[config.mk]
export PLATFORM = sky130hd
export DESIGN_NAME = mem_arbiter_flat
export DESIGN_NICKNAME = d
export VERILOG_FILES = /design/src/rtl/mem_arbiter_if.sv /design/src/rtl/mem_arbiter.sv /design/src/flat_wrapper.sv
export SDC_FILE = /design/constraint.sdc
export NUM_CORES = 1
export LEC_CHECK = 0
export ABC_CLOCK_PERIOD_IN_PS = 3550
export BUFFER_PORTS_ARGS = -buffer_cell sky130_fd_sc_hd__buf_2
export CORE_MARGIN = 2
export CORE_UTILIZATION = 40
export CTS_CLUSTER_SIZE = 30
export DETAILED_ROUTE_END_ITERATION = 6
export GPL_TIMING_DRIVEN = 0
export PLACE_DENSITY = 0.68
export SKIP_CTS_REPAIR_TIMING = 1
export SLEW_MARGIN = 20
export SYNTH_ARGS = -nofsm -noshare
export SYNTH_HDL_FRONTEND = slang
export SYNTH_SLANG_ARGS = --single-unit
[constraint.sdc]
create_clock -name clk -period 3.55 [get_ports clk]
set_input_delay 0.1775 -clock clk [delete_from_list [all_inputs] [get_ports clk]]
set_output_delay 0.1775 -clock clk [all_outputs]
set_load 0.05 [all_outputs]
[src/rtl/mem_arbiter_if.sv]
// CPU / UART-loader request ports and the shared single-port RAM bus.
// The arbiter uses the slave view; requesters and the RAM model use master.
interface mem_arbiter_if;
    logic        cpu_req;
    logic        cpu_we;
    logic [7:0]  cpu_addr;
    logic [15:0] cpu_wdata;
    logic        cpu_ack;
    logic [15:0] cpu_rdata;

    logic        dma_req;
    logic        dma_we;
    logic        dma_lock;
    logic [7:0]  dma_addr;
    logic [15:0] dma_wdata;
    logic        dma_ack;
    logic [15:0] dma_rdata;

    logic        ram_en;
    logic        ram_we;
    logic [7:0]  ram_addr;
    logic [15:0] ram_wdata;
    logic [15:0] ram_rdata;

    logic        owner;

    // Handshake: a requester raises req with operands stable and keeps them
    // until its ack; the arbiter samples them once in IDLE, and ack is a
    // single-cycle pulse with rdata valid in that cycle and held afterwards.
    modport slave (
        input  cpu_req, cpu_we, cpu_addr, cpu_wdata,
        output cpu_ack, cpu_rdata,
        input  dma_req, dma_we, dma_lock, dma_addr, dma_wdata,
        output dma_ack, dma_rdata,
        output ram_en, ram_we, ram_addr, ram_wdata,
        input  ram_rdata,
        output owner
    );

    modport master (
        output cpu_req, cpu_we, cpu_addr, cpu_wdata,
        input  cpu_ack, cpu_rdata,
        output dma_req, dma_we, dma_lock, dma_addr, dma_wdata,
        input  dma_ack, dma_rdata,
        input  ram_en, ram_we, ram_addr, ram_wdata,
        output ram_rdata,
        input  owner
    );
endinterface

[src/rtl/mem_arbiter.sv]
// Two-port (CPU / UART-loader) arbiter in front of a single-port RAM.
// Define ROUND_ROBIN_EN for alternating tie-breaks; default is CPU-first priority.
module mem_arbiter (
    input  logic               clk,
    input  logic               reset,
    mem_arbiter_if.slave       bus,
    output logic [1:0]         dbg_state
);
    typedef enum logic [1:0] {IDLE = 2'd0, ACCESS = 2'd1, RESP = 2'd2} state_t;

    state_t      state_q, state_d;
    logic        win_q;
    logic        we_q;
    logic [7:0]  addr_q;
    logic [15:0] wdata_q;
    logic [15:0] cpu_rdata_q;
    logic [15:0] dma_rdata_q;
    logic        cpu_elig;
    logic        tie_to_dma;
    logic        pick_dma;
    logic        any_grant;

`ifdef ROUND_ROBIN_EN
    // Cleared by reset so the first tie afterwards goes to the CPU.
    logic        has_owner_q;

    always_ff @(posedge clk or negedge reset) begin
        if (!reset) begin
            has_owner_q <= 1'b0;
        end else if (state_q == IDLE && any_grant) begin
            has_owner_q <= 1'b1;
        end
    end

    assign tie_to_dma = has_owner_q && !win_q;
`else
    assign tie_to_dma = 1'b0;
`endif

    // win_q in IDLE is the last completed winner, so it doubles as the lock owner.
    assign cpu_elig  = bus.cpu_req && !(win_q && bus.dma_lock);
    assign pick_dma  = bus.dma_req && (!cpu_elig || tie_to_dma);
    assign any_grant = cpu_elig || bus.dma_req;

    always_comb begin
        state_d = state_q;
        case (state_q)
            IDLE:    if (any_grant) state_d = ACCESS;
            ACCESS:  state_d = RESP;
            RESP:    state_d = IDLE;
            default: state_d = IDLE;
        endcase
    end

    always_ff @(posedge clk or negedge reset) begin
        if (!reset) begin
            state_q     <= IDLE;
            win_q       <= 1'b0;
            we_q        <= 1'b0;
            addr_q      <= 8'h00;
            wdata_q     <= 16'h0000;
            cpu_rdata_q <= 16'h0000;
            dma_rdata_q <= 16'h0000;
        end else begin
            state_q <= state_d;
            if (state_q == IDLE && any_grant) begin
                win_q   <= pick_dma;
                we_q    <= pick_dma ? bus.dma_we    : bus.cpu_we;
                addr_q  <= pick_dma ? bus.dma_addr  : bus.cpu_addr;
                wdata_q <= pick_dma ? bus.dma_wdata : bus.cpu_wdata;
            end
            if (state_q == RESP && !we_q) begin
                if (win_q) dma_rdata_q <= bus.ram_rdata;
                else       cpu_rdata_q <= bus.ram_rdata;
            end
        end
    end

    // Read data passes straight through during RESP, then the captured copy holds it.
    assign bus.cpu_rdata = (state_q == RESP && !win_q && !we_q) ? bus.ram_rdata : cpu_rdata_q;
    assign bus.dma_rdata = (state_q == RESP &&  win_q && !we_q) ? bus.ram_rdata : dma_rdata_q;
    assign bus.cpu_ack   = (state_q == RESP) && !win_q;
    assign bus.dma_ack   = (state_q == RESP) &&  win_q;
    assign bus.ram_en    = (state_q == ACCESS);
    assign bus.ram_we    = (state_q == ACCESS) && we_q;
    assign bus.ram_addr  = addr_q;
    assign bus.ram_wdata = wdata_q;
    assign bus.owner     = win_q;
    assign dbg_state     = state_q;
endmodule

[src/flat_wrapper.sv]
// flat-port wrapper written by rule: the top's interface ports become plain ports
module mem_arbiter_flat 
  (clk, reset, dbg_state, bus_cpu_req, bus_cpu_we, bus_cpu_addr, bus_cpu_wdata, bus_cpu_ack, bus_cpu_rdata, bus_dma_req, bus_dma_we, bus_dma_lock, bus_dma_addr, bus_dma_wdata, bus_dma_ack, bus_dma_rdata, bus_ram_en, bus_ram_we, bus_ram_addr, bus_ram_wdata, bus_ram_rdata, bus_owner);
  mem_arbiter_if bus_i ();
  input  logic clk;
  input  logic reset;
  output logic [1:0] dbg_state;
  input wire logic [$bits(bus_i.cpu_req)-1:0] bus_cpu_req;
  input wire logic [$bits(bus_i.cpu_we)-1:0] bus_cpu_we;
  input wire logic [$bits(bus_i.cpu_addr)-1:0] bus_cpu_addr;
  input wire logic [$bits(bus_i.cpu_wdata)-1:0] bus_cpu_wdata;
  output wire logic [$bits(bus_i.cpu_ack)-1:0] bus_cpu_ack;
  output wire logic [$bits(bus_i.cpu_rdata)-1:0] bus_cpu_rdata;
  input wire logic [$bits(bus_i.dma_req)-1:0] bus_dma_req;
  input wire logic [$bits(bus_i.dma_we)-1:0] bus_dma_we;
  input wire logic [$bits(bus_i.dma_lock)-1:0] bus_dma_lock;
  input wire logic [$bits(bus_i.dma_addr)-1:0] bus_dma_addr;
  input wire logic [$bits(bus_i.dma_wdata)-1:0] bus_dma_wdata;
  output wire logic [$bits(bus_i.dma_ack)-1:0] bus_dma_ack;
  output wire logic [$bits(bus_i.dma_rdata)-1:0] bus_dma_rdata;
  output wire logic [$bits(bus_i.ram_en)-1:0] bus_ram_en;
  output wire logic [$bits(bus_i.ram_we)-1:0] bus_ram_we;
  output wire logic [$bits(bus_i.ram_addr)-1:0] bus_ram_addr;
  output wire logic [$bits(bus_i.ram_wdata)-1:0] bus_ram_wdata;
  input wire logic [$bits(bus_i.ram_rdata)-1:0] bus_ram_rdata;
  output wire logic [$bits(bus_i.owner)-1:0] bus_owner;
  assign bus_i.cpu_req = bus_cpu_req;
  assign bus_i.cpu_we = bus_cpu_we;
  assign bus_i.cpu_addr = bus_cpu_addr;
  assign bus_i.cpu_wdata = bus_cpu_wdata;
  assign bus_cpu_ack = bus_i.cpu_ack;
  assign bus_cpu_rdata = bus_i.cpu_rdata;
  assign bus_i.dma_req = bus_dma_req;
  assign bus_i.dma_we = bus_dma_we;
  assign bus_i.dma_lock = bus_dma_lock;
  assign bus_i.dma_addr = bus_dma_addr;
  assign bus_i.dma_wdata = bus_dma_wdata;
  assign bus_dma_ack = bus_i.dma_ack;
  assign bus_dma_rdata = bus_i.dma_rdata;
  assign bus_ram_en = bus_i.ram_en;
  assign bus_ram_we = bus_i.ram_we;
  assign bus_ram_addr = bus_i.ram_addr;
  assign bus_ram_wdata = bus_i.ram_wdata;
  assign bus_i.ram_rdata = bus_ram_rdata;
  assign bus_owner = bus_i.owner;
  mem_arbiter u_core (.clk(clk), .reset(reset), .bus(bus_i), .dbg_state(dbg_state));
endmodule
* Word level (Yosys, flattened, before mapping)
Index checks and enable logic that the tools add are counted.
** Operators by class
- Multiplexer cells :: 7
- Reduce and logical (&&, ||, !) cells :: 18
- Equal/unequal tests :: 3
- Bitwise gates (word level) :: 1
** Operators by type and width (count)
- two-way mux 16 bit :: 3
- logical AND 1 bit :: 10
- two-way mux 8 bit :: 1
- zero test 1 bit :: 4
- one-hot mux 2 bit (2 select lines) :: 1
- AND reduction 2 bit :: 2
- == test 2 x 1 -> 1 bit (second input constant) :: 1
- == test 2 bit (second input constant) :: 1
- zero test 2 bit :: 1
- two-way mux 2 bit :: 1
- inequality test 2 x 1 -> 1 bit (second input constant) :: 1
- logical OR 1 bit :: 1
- two-way mux 1 bit :: 1
- inverter 1 bit :: 1
** Word-level totals
- Register bits :: 60
- Output and inout port bits :: 63
- Input port bits :: 71
- Logic and storage cells :: 36

* Logic depth before layout (Yosys ltp)
Gate-level depths: netlist of run 1.
- Depth after elaboration :: 6
- Gate-level depth with buffers :: 5

* Worst setup path after synthesis of run 1
No wires, ideal clock.
- Kind :: register to output
- Start point :: register u_core.state_q[1] (netlist: u_core.dbg_state[1])
- End point :: output bus_cpu_rdata[1]
- Cell stages (with the launch flop) :: 6
- Path buffers :: 2
- Setup slack :: 0.894 ns
- Arrival :: 2.479 ns
- Cell sequence :: dfrtp_1 -> nor3b_2 -> nor2b_1 -> buf_4 -> buf_6 -> mux2_1
** Between the ends
- Cells in the longest elaborated chain, start to end :: 4
** Ends and longest elaborated chain
- from (decl) :: RTL line mem_arbiter.sv:11 : state_t state_q, state_d;
- from (signal assigned) :: RTL line mem_arbiter.sv:65 : state_q <= state_d;
- == test 2 bit
- logical AND 1 bit
- named net bus_cpu_ack :: RTL line flat_wrapper.sv:12 : output wire logic [$bits(bus_i.cpu_ack)-1:0] bus_cpu_ack;
- logical AND 1 bit :: RTL line mem_arbiter.sv:80 : assign bus.cpu_rdata = (state_q == RESP && !win_q && !we_q) ? bus.ram_rdata : cpu_rdata_q;
- two-way mux 16 bit :: RTL line mem_arbiter.sv:80
- to (decl) :: RTL line flat_wrapper.sv:13 : output wire logic [$bits(bus_i.cpu_rdata)-1:0] bus_cpu_rdata;
The timed path passes the listed nets, and every way through them passes these cells.

* Worst setup path in the final report of run 1
- Start point :: register u_core.state_q[1] (netlist: u_core.dbg_state[1])
- End point :: output bus_cpu_rdata[6]
** Between the ends
- Cells in the longest elaborated chain, start to end :: 4
** Ends and longest elaborated chain (RTL line)
- == test 2 bit :: mem_arbiter.sv:80
- logical AND 1 bit (2 in series) :: mem_arbiter.sv:80
- two-way mux 16 bit :: mem_arbiter.sv:80
No other way between the ends.

==> results of run 1 <==
==> registers in the layout, summed over array words and instances (netlist names) <==
register	count
u_core.bus.owner	1
u_core.bus.ram_addr	8
u_core.bus.ram_wdata	16
u_core.cpu_rdata_q	16
u_core.dbg_state	2
u_core.dma_rdata_q	16
u_core.we_q	1
==> through the flow <==
step / instance area, sq um / hold WS, ns / setup slack (ns) / cells
6_report: 4280 / 0.119 / 1.36 / 485
3_3_place_gp: 4010 / 0.447 / 1.70 / 467
2_1_floorplan: 3220 / -0.118 / 0.894 / 232
4_1_cts: 4270 / -0.224 / 1.30 / 484
5_1_grt: 4280 / 0.112 / 1.21 / 485
3_5_place_dp: 4030 / 0.141 / 1.68 / 468
==> worst max-delay path, stage by stage (launching register included) <==
cell and delay (ns):
dfrtp_1 0.44, nor3b_2 0.20, nor2b_1 0.15, buf_4 0.16
buf_6 0.17, mux2_2 0.35, buf_2 0.21
==> final cells by class <==
class	instances	area share, %
inverters	1	0.0877
clock inverters	4	1.64
repair buffers	135	16.3
well taps	102	2.98
clock buffers	12	3.86
flip-flops and latches	60	35.1
plain buffers	20	4.01
multi-input cells	151	36.0
==> metal layers <==
layer	up-vias	global-route usage, %	routed length (um)
met5	-	0	0
met1	1193	23.2	3250
li1	1150	-	-
met4	0	6.52	90
met3	9	6.82	770
met2	112	27.7	3460
==> worst max-delay path by stage <==
stage | from | to | slack (ns) | cells past startpoint
after floorplan | u_core.dbg_state[1] | bus_cpu_rdata[1] | 0.89 | 5
after global placement | u_core.dbg_state[1] | bus_cpu_rdata[6] | 1.70 | 6
after detailed placement | u_core.dbg_state[1] | bus_cpu_rdata[7] | 1.68 | 6
after CTS | u_core.dbg_state[1] | bus_cpu_rdata[7] | 1.30 | 6
after global routing | u_core.dbg_state[1] | bus_cpu_rdata[6] | 1.21 | 6
final | u_core.dbg_state[1] | bus_cpu_rdata[6] | 1.36 | 6
==> cells in the final DEF, fill, tap and decap left out <==
cell type,netlist,routed
a21bo_2,1,1
a21oi_4,1,1
and2_1,1,1
and3b_1,1,1
buf_12,3,4
buf_2,4,136
buf_4,3,4
buf_6,4,4
bufinv_16,0,2
clkbuf_1,5,5
clkbuf_2,1,1
clkbuf_8,0,12
clkinv_2,0,2
dfrtp_1,60,60
dlygate4sd3_1,0,1
inv_1,1,1
mux2_1,2,2
mux2_2,32,32
mux2_4,30,30
nand3b_1,25,25
nor2b_1,3,3
nor2b_4,1,1
nor3b_2,2,2
o211a_1,25,25
o22a_1,1,1
or2_1,1,1
or3_1,25,25
==> logic make-up (layout without fill, tap and decap cells) <==
| kind of cell | Yosys count | count (layout) |
|---|---|---|
| DFF | 60 | 60 |
| buffers and inverters | 21 | 172 |
| AOI/OAI and AO/OA | 28 | 28 |
| muxes | 64 | 64 |
| and+or+nand+nor | 59 | 59 |
==> power by group <==
part | switching, W | internal [W]
clock | 0.000264 | 0.000450
sequential | 0.000197 | 0.00102
combinational | 0.00190 | 0.000974
total | 0.00236 | 0.00244
==> flow_summary.ini, run 1 <==
[cts]
cts_buffer_depth = 2
cts_root_buf = clkbuf_8
numCtsBuffers = 9
cts_tree = done
path_clk_slew_ns = 0.07
clkSinkCount = 60
clkLatencyLatePin_ns = 0.33
htreeDepth = 3

[yosys]
async_flop_share_pct = 100
ys_ff_latch = 60
synth_cells = 232
synth_top_family_by_area = multiplexers
synth_compound_area_share_pct = 8.86
synth_top_cell_by_area = dfrtp_1
synthFlopType = dfrtp_1
synth-simple-area-share_pct = 13.1
netlist_area_sq_um = 3220
synth_mux_area_share_pct = 25.9
syn_avg_cell_area_sq_um = 13.9
synth_fp_nets = 303
yosysWarnings = 0
synth_xor_area_share_pct = 0
synth_edf_count = 0
ys_seq_area_share_pct = 46.7
synthAdderAreaFrac_pct = 0
synth_common_cells = dfrtp_1 (60), mux2_2 (32), mux2_4 (30)
synthTopCellsByArea = dfrtp_1 (47%), mux2_4 (14%), mux2_2 (11%)
synthDistinctLibCells = 23
netlist.area_leader.share_pct = 46.7
post-synth-top-count-cell = dfrtp_1

[setup_path]
worst-path-max-fanout = 10
reg2reg_slack_ns = 1.78
timing.rr.start = u_core.dbg_state[0]
rr_worst_depth = 4
arrival_ns = 2.02
critPathKind = reg2out
timing.rr.end = u_core.bus.ram_addr[4]
start_kind = register
worstPathRequired_ns = 3.37
end_kind = primary output

[global_route]
antenna_found_initial = 0
grt_usage_pct = 18.0
grt_pass1_wl_um = 12400
grt_max_degree = 32
grt_pass1_vias = 2507
gr-total-overflow = 0

[finish]
drive_above_1_share_pct = 60.6
regArea_sq_um = 1500
finish.utilization_pct = 55.1
multi_input_area_sq_um = 1540
n_antenna_cell = 0
fin_nets = 449
fill_cells = 677
syn_to_final_growth_pct = 33.0

[power_and_ir_drop]
ir_worst_vdd_mv = 0.570
p_per_area_nw_per_um2 = 1120
p_leak_nw = 2.07
finalPower_w = 0.00481

[min_path]
min-delay-start = bus_ram_rdata[9]
min_to = u_core.dma_rdata_q[9]
hold_path_depth = 2
hp-class = in2reg

[route]
drt_pre_antenna_iters = 4
post_drt_via_cell_ratio = 5.08
drt-total-wl_um = 7570
wl_per_cell_um = 15.6
vias = 2464
drt-initial-drc-count = 28
antenna_left = 0
drc = 0

[timing]
worst_pin_slew_ns = 0.539
fin_worst_skew_ns = 0.00547
min_period_ns = 2.19
grt_setup_unrepaired = false
hold_viol = 0
tns_ns = 0
fmax_ghz = 0.456
min_period_over_period_pct = 61.8
final_max_slew_viol_count = 0
setup_viol = 0
slew-limit-headroom_pct = 63.9

[floorplanning]
rows = 32
die_area_sq_um = 8780
initial_core_util_pct = 41.4
die_h_um = 93.7
ios = 134
die_w_um = 93.7
design.core.area_sq_um = 7770

[run]
cap_violations = 0

[placed_design]
dp_hpwl_um = 5640
port-buffer-count = 133
place_congestion = 0.707

[outcome]
outcome = complete, no violations
Note: power is estimated with default switching activity, not from simulation.
==> run 2: changes to the inputs <==
--- a/config.mk
+++ b/config.mk
@@ -5,14 +5,14 @@
 export SDC_FILE = /design/constraint.sdc
 export NUM_CORES = 1
 export LEC_CHECK = 0
-export ABC_CLOCK_PERIOD_IN_PS = 3550
+export ABC_CLOCK_PERIOD_IN_PS = 1800
 export BUFFER_PORTS_ARGS = -buffer_cell sky130_fd_sc_hd__buf_2
 export CORE_MARGIN = 2
 export CORE_UTILIZATION = 40
 export CTS_CLUSTER_SIZE = 30
 export DETAILED_ROUTE_END_ITERATION = 6
 export GPL_TIMING_DRIVEN = 0
-export PLACE_DENSITY = 0.68
+export PLACE_DENSITY = 0.7
 export SKIP_CTS_REPAIR_TIMING = 1
 export SLEW_MARGIN = 20
 export SYNTH_ARGS = -nofsm -noshare
==> constraint.sdc (replaced) <==
create_clock -name clk -period 1.8 [get_ports clk]
set_input_delay 0.09 -clock clk [delete_from_list [all_inputs] [get_ports clk]]
set_output_delay 0.09 -clock clk [all_outputs]
set_load 0.05 [all_outputs]
==> flow_summary.ini, run 2 (same netlist as run 1, synthesis figures left out) <==
[power_and_ir_drop]
ir_worst_vdd_mv = 1.12
finalPower_w = 0.0105
p_leak_nw = 2.26
p_per_area_nw_per_um2 = 2230

[floorplanning]
die_area_sq_um = 8780
design.core.area_sq_um = 7770
rows = 32
initial_core_util_pct = 41.4
ios = 134
die_w_um = 93.7
die_h_um = 93.7

[setup_path]
end_kind = primary output
timing.rr.start = u_core.dbg_state[0]
start_kind = register
rr_worst_depth = 5
reg2reg_slack_ns = -0.12
timing.rr.end = u_core.bus.ram_wdata[4]
arrival_ns = 1.93
worstPathRequired_ns = 1.71
critPathKind = reg2out
worst-path-max-fanout = 6
startpoint = u_core.dbg_state[0]

[min_path]
hold_path_depth = 2
min-delay-start = bus_ram_rdata[6]
min_to = u_core.dma_rdata_q[6]
hp-class = in2reg

[timing]
min_period_over_period_pct = 112
hold_viol = 0
min_period_ns = 2.02
slew-limit-headroom_pct = 49.1
worst_pin_slew_ns = 0.764
tns_ns = -7.02
grt_setup_unrepaired = true
layout_setup_ws_ns = -0.220
fmax_ghz = 0.495
final_max_slew_viol_count = 0
setup_viol = 42
fin_worst_skew_ns = 0.00703

[placed_design]
place_congestion = 0.761
post-place-ws_ns = -0.0136
post_dp_cell_area_sq_um = 4100
port-buffer-count = 133
dp_hpwl_um = 5620

[route]
antenna_left = 0
drt_pre_antenna_iters = 4
drt-total-wl_um = 8150
wl_per_cell_um = 16.4
post_drt_via_cell_ratio = 4.98
drt-initial-drc-count = 28
drc = 0
vias = 2473

[global_route]
grt_usage_pct = 18.1
use_met1_pct = 22.1
grt_pass1_vias = 2552
grt_max_degree = 61
grt_pass1_wl_um = 12400
gr-total-overflow = 0
grt.busiest_layer = met2
antenna_found_initial = 0
use_met3_pct = 8.51
met2_usage_pct = 28.5

[finish]
layout_commonest_cell = buf_2
syn_to_final_growth_pct = 46.6
postLayoutCellArea_sq_um = 4720
layout_common_cells = buf_2 (104), dfrtp_1 (57), mux2_4 (50)
drive_above_1_share_pct = 63.0
n_antenna_cell = 0
fin_nets = 461

[cts]
numCtsBuffers = 9
cts_tree = done
clkLatencyLatePin_ns = 0.33
htreeDepth = 3
path_clk_slew_ns = 0.07
cts_root_buf = clkbuf_8
clkSinkCount = 60
cts_buffer_depth = 2

[outcome]
outcome = finished with violations
violations = setup timing

[run]
cap_violations = 0
==> run 2: worst max-delay path, cell delays in order, from the launching register on <==
cell and delay (ns):
dfrtp_2 0.44, and3b_2 0.25, nor2b_4 0.15, buf_8 0.15, clkbuf_16 0.16, mux2_4 0.30, buf_6 0.15
==> run 2: metal layers <==
metal | routed length, um | part of all wire [%]
met3 | 814 | 10
met4 | 103 | 1.3
met2 | 3850 | 47
met1 | 3380 | 42
met5 | 0 | 0
==> run 2: final cells by class <==
class | instances | area (sq um)
multi-input combinational | 151 | 1620
fill | 611 | 3050
buffer | 20 | 193
clock inverter | 4 | 95.1
sequential | 60 | 1510
timing repair buffer | 147 | 1010
tap | 102 | 128
inverter | 1 | 3.75
clock buffer | 12 | 155
==> run 2: through the flow <==
| stage | hold WS, ns | std cells | util [%] |
|---|---|---|---|
| after global placement | 0.363 | 467 | 52.8 |
| after CTS | -0.146 | 483 | 56.1 |
| final | 0.0368 | 497 | 60.7 |
| after detailed placement | 0.223 | 467 | 52.8 |
| after floorplan | -0.206 | 232 | - |
| after global routing | 0.0192 | 497 | 60.7 |
==> run 2: how the worst max path moves through the flow <==
stage / to / slack, ns / cells past startpoint
6_report: bus_dma_rdata[6] / -0.22 / 6
5_1_grt: bus_dma_rdata[6] / -0.29 / 6
4_1_cts: bus_cpu_rdata[1] / -0.33 / 6
3_5_place_dp: u_core.bus.ram_wdata[4] / -0.01 / 4
3_3_place_gp: u_core.bus.ram_wdata[4] / -0.006 / 4
2_1_floorplan: bus_cpu_rdata[0] / -0.29 / 5
==> run 2: power breakdown <==
part | internal (W) | total, W | switching [W]
clock network | 0.000994 | 0.00152 | 0.000521
registers | 0.00202 | 0.00243 | 0.000409
logic | 0.00266 | 0.00657 | 0.00391
total | 0.00567 | 0.0105 | 0.00484
